$ cat config.mk
export PLATFORM = sky130hd
export DESIGN_NAME = quantser_flat
export DESIGN_NICKNAME = d
export VERILOG_FILES = /design/src/rtl/quantser_pkg.sv /design/src/rtl/quantser_if.sv /design/src/rtl/quantser.sv /design/src/flat_wrapper.sv
export SDC_FILE = /design/constraint.sdc
export NUM_CORES = 1
export LEC_CHECK = 0
export CAP_MARGIN = 20
export CORE_ASPECT_RATIO = 0.5
export CORE_MARGIN = 4
export CORE_UTILIZATION = 56
export DETAILED_ROUTE_END_ITERATION = 10
export HOLD_SLACK_MARGIN = 0.03
export PLACE_DENSITY = 0.86
export SYNTH_ARGS = -nofsm -noshare
export SYNTH_HDL_FRONTEND = slang
export SYNTH_SLANG_ARGS = --single-unit
export TNS_END_PERCENT = 30
$ cat constraint.sdc
create_clock -name clk -period 2.8 [get_ports clk]
set_input_delay 0.42 -clock clk [delete_from_list [all_inputs] [get_ports clk]]
set_output_delay 0.42 -clock clk [all_outputs]
set_load 0.05 [all_outputs]
$ cat src/rtl/quantser_pkg.sv
// Shared definitions for the quantizing serializer.
// Holds the default data widths and the controller state encoding used by
// quantser and its bus interface.
package quantser_pkg;

    localparam int BDIN_DEF     = 32;
    localparam int BDOUTMAX_DEF = 32;

    typedef enum logic {
        ST_IDLE  = 1'b0,
        ST_SHIFT = 1'b1
    } state_t;

endpackage : quantser_pkg

$ cat src/rtl/quantser_if.sv
// Bus bundle for quantser: load strobe, data word, bit-window controls and serial output.
// Ports: start/din/msbidx/bdout flow from master to slave; dout returns from slave.
// No handshake: start is a strobe and dout is a free-running registered bit.
interface quantser_if
    import quantser_pkg::*;
#(
    parameter int BDIN     = BDIN_DEF,
    parameter int BDOUTMAX = BDOUTMAX_DEF
) ();

    localparam int MAXBDIP = $clog2(BDIN);
    localparam int MAXBDOP = $clog2(BDOUTMAX);

    logic               start;
    logic [BDIN-1:0]    din;
    logic [MAXBDIP-1:0] msbidx;
    logic [MAXBDOP-1:0] bdout;
    logic               dout;

    modport master (
        output start, din, msbidx, bdout,
        input  dout
    );

    modport slave (
        input  start, din, msbidx, bdout,
        output dout
    );

endinterface : quantser_if

$ cat src/rtl/quantser.sv
// Quantizing serializer: emits din[msbidx] down to din[msbidx-bdout] MSB-first on dout.
// Latency: bit k is on dout in cycle k+1 after the start edge; dout is 0 once idle.
// No backpressure: a start always wins over a running sequence; clr wins over start.
// Ports: clk (rising-edge clock), clr (sync active-high reset), bus (quantser_if.slave).
module quantser
    import quantser_pkg::*;
#(
    parameter int BDIN     = BDIN_DEF,
    parameter int BDOUTMAX = BDOUTMAX_DEF
) (
    input  logic       clk,
    input  logic       clr,
    quantser_if.slave  bus
);

    localparam int MAXBDIP = $clog2(BDIN);
    localparam int MAXBDOP = $clog2(BDOUTMAX);

    localparam logic [MAXBDIP-1:0] TOP_IDX = MAXBDIP'(BDIN - 1);
    localparam logic [MAXBDOP:0]   CNT_ONE = {{MAXBDOP{1'b0}}, 1'b1};

    state_t           r_state;
    logic [BDIN-1:0]  r_shift;   // remaining bits, next one to emit at the MSB
    logic [MAXBDOP:0] r_cnt;     // bits still to emit after the one on dout
    logic             r_dout;

    logic [MAXBDIP-1:0] w_shamt;
    logic [BDIN-1:0]    w_aligned;

    // Left-align the captured word so din[msbidx] sits at the MSB. Bits below
    // index 0 are filled by the zeros shifted in, which gives the zero padding
    // when msbidx < bdout for free.
    assign w_shamt   = TOP_IDX - bus.msbidx;
    assign w_aligned = bus.din << w_shamt;

    always_ff @(posedge clk) begin
        if (clr) begin
            r_state <= ST_IDLE;
            r_shift <= '0;
            r_cnt   <= '0;
            r_dout  <= 1'b0;
        end else if (bus.start) begin
            // The first bit goes out on the start edge itself; the shift
            // register keeps only what comes after it.
            r_dout  <= bus.din[bus.msbidx];
            r_shift <= w_aligned << 1;
            r_cnt   <= {1'b0, bus.bdout};
            r_state <= (bus.bdout != '0) ? ST_SHIFT : ST_IDLE;
        end else begin
            case (r_state)
                ST_SHIFT: begin
                    r_dout  <= r_shift[BDIN-1];
                    r_shift <= r_shift << 1;
                    r_cnt   <= r_cnt - CNT_ONE;
                    if (r_cnt == CNT_ONE) begin
                        r_state <= ST_IDLE;
                    end
                end
                default: begin
                    r_dout <= 1'b0;
                end
            endcase
        end
    end

    assign bus.dout = r_dout;

endmodule : quantser

$ cat src/flat_wrapper.sv
// flat-port wrapper written by rule: the top's interface ports become plain ports
module quantser_flat import quantser_pkg::*;
#(
    parameter int BDIN     = BDIN_DEF,
    parameter int BDOUTMAX = BDOUTMAX_DEF
)
  (clk, clr, bus_start, bus_din, bus_msbidx, bus_bdout, bus_dout);
  quantser_if #(.BDIN(BDIN), .BDOUTMAX(BDOUTMAX)) bus_i ();
  input  logic clk;
  input  logic clr;
  input wire logic [$bits(bus_i.start)-1:0] bus_start;
  input wire logic [$bits(bus_i.din)-1:0] bus_din;
  input wire logic [$bits(bus_i.msbidx)-1:0] bus_msbidx;
  input wire logic [$bits(bus_i.bdout)-1:0] bus_bdout;
  output wire logic [$bits(bus_i.dout)-1:0] bus_dout;
  assign bus_i.start = bus_start;
  assign bus_i.din = bus_din;
  assign bus_i.msbidx = bus_msbidx;
  assign bus_i.bdout = bus_bdout;
  assign bus_dout = bus_i.dout;
  quantser #(.BDIN(BDIN), .BDOUTMAX(BDOUTMAX)) u_core (.clk(clk), .clr(clr), .bus(bus_i));
endmodule
==> flow_summary.yaml <==
place:
  dpl_worst_slack_ns: 0.337
  port_buffers: 45
  dpl.hpwl_mm: 6.98
  globalplace.congestion: 0.949
floorplanning:
  die_h_um: 61.8
  pin_count: 46
  rows: 19
  dieWidth_um: 116
  dieArea_um2: 7150
  core_area_um2: 5540
  floorplan.initialDensity_pct: 58.5
job:
  max_cap_viol_count: 0
synthesis:
  synthesis.yosys.warnings: 0
  synthDominantAreaCellType: "dfxtp_1"
  syn_area_um2: 3240
  postSynthNetCount: 400
  register_bit_count_reported_by_yosys: 39
  ys_types: 50
  syn_avg_cell_area_um2: 9.19
  yosys.cell_count.top_type: "a21oi_1"
  synthTopCellsByArea: "dfxtp_1 24%, mux4_2 19%, mux2i_1 9.6%, a21oi_1 7.1%, mux2_2 4.9%"
  most_common_library_cells_after_synthesis: "46 x a21oi_1, 39 x dfxtp_1, 31 x mux2i_1"
  netlist.area_leader.share_pct: 24.1
  sequential_cell_area_fraction_in_the_yosys_report_pct: 24.1
  synth_enable_flop_cells: 0
  synthCells: 353
  async_reset_ff_share_pct: 0
  synth_top_flop_cell: "dfxtp_1"
detailed_routing:
  drc: 0
  vias: 3155
  routed_wire_length_per_instance_um: 20.5
  detailedRoute.firstIterationViolations: 365
  detail_route.vias_per_cell: 6.80
  drt-pass1-iter-count: 5
  final_antenna_violating_net_count: 0
  drt-total-wl_mm: 9.50
sta:
  timing_worst_slew_pin_value_ns: 0.804
  finalHoldViolCount: 0
  slew_violations: 0
  grt_setup_unrepaired: "no"
  worst_clock_skew_ns: 0.00294
  finalCriticalPeriod_ns: 2.18
  finalSetupViolCount: 0
  timing.max_slew.rel_slack_pct: 46.2
  timing.fmax_mhz: 458
  final_critical_path_setup_slack_ns: 0.616
  layout_worst_path_cycle_share_pct: 78.0
  finalSetupTns_ns: 0
global_route:
  global_route.usage.total_pct: 27.7
  grt-ovfl-total: 0
  antenna_violations_before_repair: 0
  grt_pass1_wl_mm: 15.2
  grt.met1_usage_pct: 39.2
  grt_use_met3_pct: 6.87
  grt_pass1_vias: 2964
  global_route.usage.met2_pct: 43.1
  largest_net_degree_at_the_start_of_global_routing: 42
  grt-busiest-layer: "met2"
critical_path:
  critPathMaxStageDelay_ns: 0.50
  path_delay_family: "multiplexers"
  worstPathMaxFanout: 33
  worst-endpoint-required_ns: 2.93
  crit_path_frequent_cell: "mux2i_1"
  cp-start-kind: "input port"
  timing.rr.start: "u_core.r_state$_SDFF_PP0_"
  timing.rr.end: "u_core.r_shift[29]$_SDFFE_PP0P_"
  worst-endpoint-arrival_ns: 2.31
  crit_path_end_kind: "register"
  worst-path-buf-inv: 2
  crit_type: "input port to register"
  r2r_slack_ns: 0.95
  critical_path.cell_chain: "clkdlybuf4s50_1 > buf_12 > mux4_2 > mux2i_1 > mux2i_1 > a21oi_1 > a221oi_1"
  timing.reg2reg.worst_path_depth: 5
  timing.critical_path.slowest_stage_cell: "clkdlybuf4s50_1"
power:
  power_switching_share_pct: 28.4
  peakVddDrop_v: 0.000388
  power.share.clock_pct: 38.3
  power-per-cell-area_nw_per_um2: 484
  power_switching_uw: 549
  leakagePower_nw: 1.50
  power.sequential.fraction_pct: 32.4
  power.share.combinational_pct: 29.3
  internal_power_mw: 1.38
worst_hold_path:
  whs_path_depth: 2
  hold_path_end: "u_core.r_shift[7]$_SDFFE_PP0P_"
  timing.hold.worst.class: "register to register"
  worstHoldStart: "u_core.r_shift[7]$_SDFFE_PP0P_"
clock_network:
  cts_hold_buf: 0
  numClockSinks: 39
  clk_pin_slew_worst_paths_ns: 0.06
  cts_root_buffer: "clkbuf_16"
  post_cts_resized: 0
  cts_tree: "done"
  cts-root-to-sink-buffers: 2
  htree_num_levels: 2
  cts_buffers: 5
  clk_latency_ns: 0.28
  cts_setup_buffers: 0
cells_and_area:
  antenna_cells_inserted: 0
  share_of_final_layout_standard_cells_stronger_than_drive_strength_1_pct: 18.4
  finalNetCount: 437
  fillCellCount: 397
  layout-area-overhead-vs-synth_pct: 23.1
status:
  outcome: "finished clean"
-- registers in the layout, summed over array words and instances, names as in the netlist --
register,flops
u_core.bus.dout,1
u_core.r_state,1
u_core.r_cnt,6
u_core.r_shift,31
-- cell type report --
type	count	area, µm²	share of cell area (%)
flip-flops and latches	39	781	19.5
well taps	73	91.3	2.29
inverters	17	63.8	1.60
clock buffers	6	129	3.23
clock inverters	2	60.1	1.50
repair buffers	63	631	15.8
multi-input cells	264	2240	56.0
-- power groups by stage --
stage,sequential [mW],combinational [mW],clock [mW]
detailed placement,0.638,0.549,0
finish,0.627,0.566,0.740
global placement,0.635,0.537,0
floorplan,0.629,0.365,0
global route,0.631,0.610,0.761
CTS,0.626,0.554,0.736
-- per-stage QoR --
step	cell area, µm²	hold WS (ns)	std cells	power (mW)	util, %
6_report	3990	0.469	464	1.93	72.1
5_1_grt	3990	0.481	464	2.00	72.1
4_1_cts	3990	0.464	464	1.92	72.1
3_3_place_gp	3800	0.448	456	1.17	68.7
3_5_place_dp	3800	0.456	456	1.19	68.7
2_1_floorplan	3240	0.435	353	0.994	-
-- kinds of logic (layout without fill, tap and decap cells) --
family,count (synthesis),in the layout,synth area share (%)
compound gates,100,100,19.6
xor+xnor,5,5,1.35
fa+ha+maj,2,2,0.771
buf+inv,50,88,6.91
flops,39,39,24.1
mux,75,75,35.6
simple gates,82,82,11.7
-- routing by layer --
layer / up-vias / wire [µm]
met2: 196 / 4130
li1: 1418 / -
met5: - / 0
met4: 0 / 216
met1: 1509 / 4200
met3: 32 / 960
-- cell usage in the layout, fill, tap and decap left out, drive strengths merged, types with 6 or more instances in the layout --
cell type	netlist	routed
dfxtp	39	39
mux4	30	30
a21oi	46	46
clkdlybuf4s50	0	44
nand2	21	21
nor2	29	29
a211oi	11	11
inv	16	16
mux2i	31	31
buf	14	19
mux2	14	14
nor3	8	8
clkbuf	19	6
nor2b	7	7
o21ai	10	10
-- worst register-to-register path, stage by stage, from the launching register on --
cell      delay (ns)
dfxtp_1         0.79
buf_4           0.39
mux2i_1         0.22
nor2_1          0.06
a211oi_1        0.18
a21oi_1         0.10
-- worst max path at each step --
stage | start | endpoint | cells after the start
finish | bus_msbidx[1] | u_core.r_shift[26]$_SDFFE_PP0P_ | 7
global route | bus_msbidx[1] | u_core.r_shift[26]$_SDFFE_PP0P_ | 7
CTS | bus_msbidx[0] | u_core.r_shift[29]$_SDFFE_PP0P_ | 7
detailed placement | bus_msbidx[0] | u_core.r_shift[25]$_SDFFE_PP0P_ | 8
global placement | bus_msbidx[1] | u_core.r_shift[26]$_SDFFE_PP0P_ | 7
floorplan | bus_msbidx[0] | u_core.r_shift[31]$_SDFFE_PP0P_ | 6
Note: power is estimated with default switching activity, not from simulation.
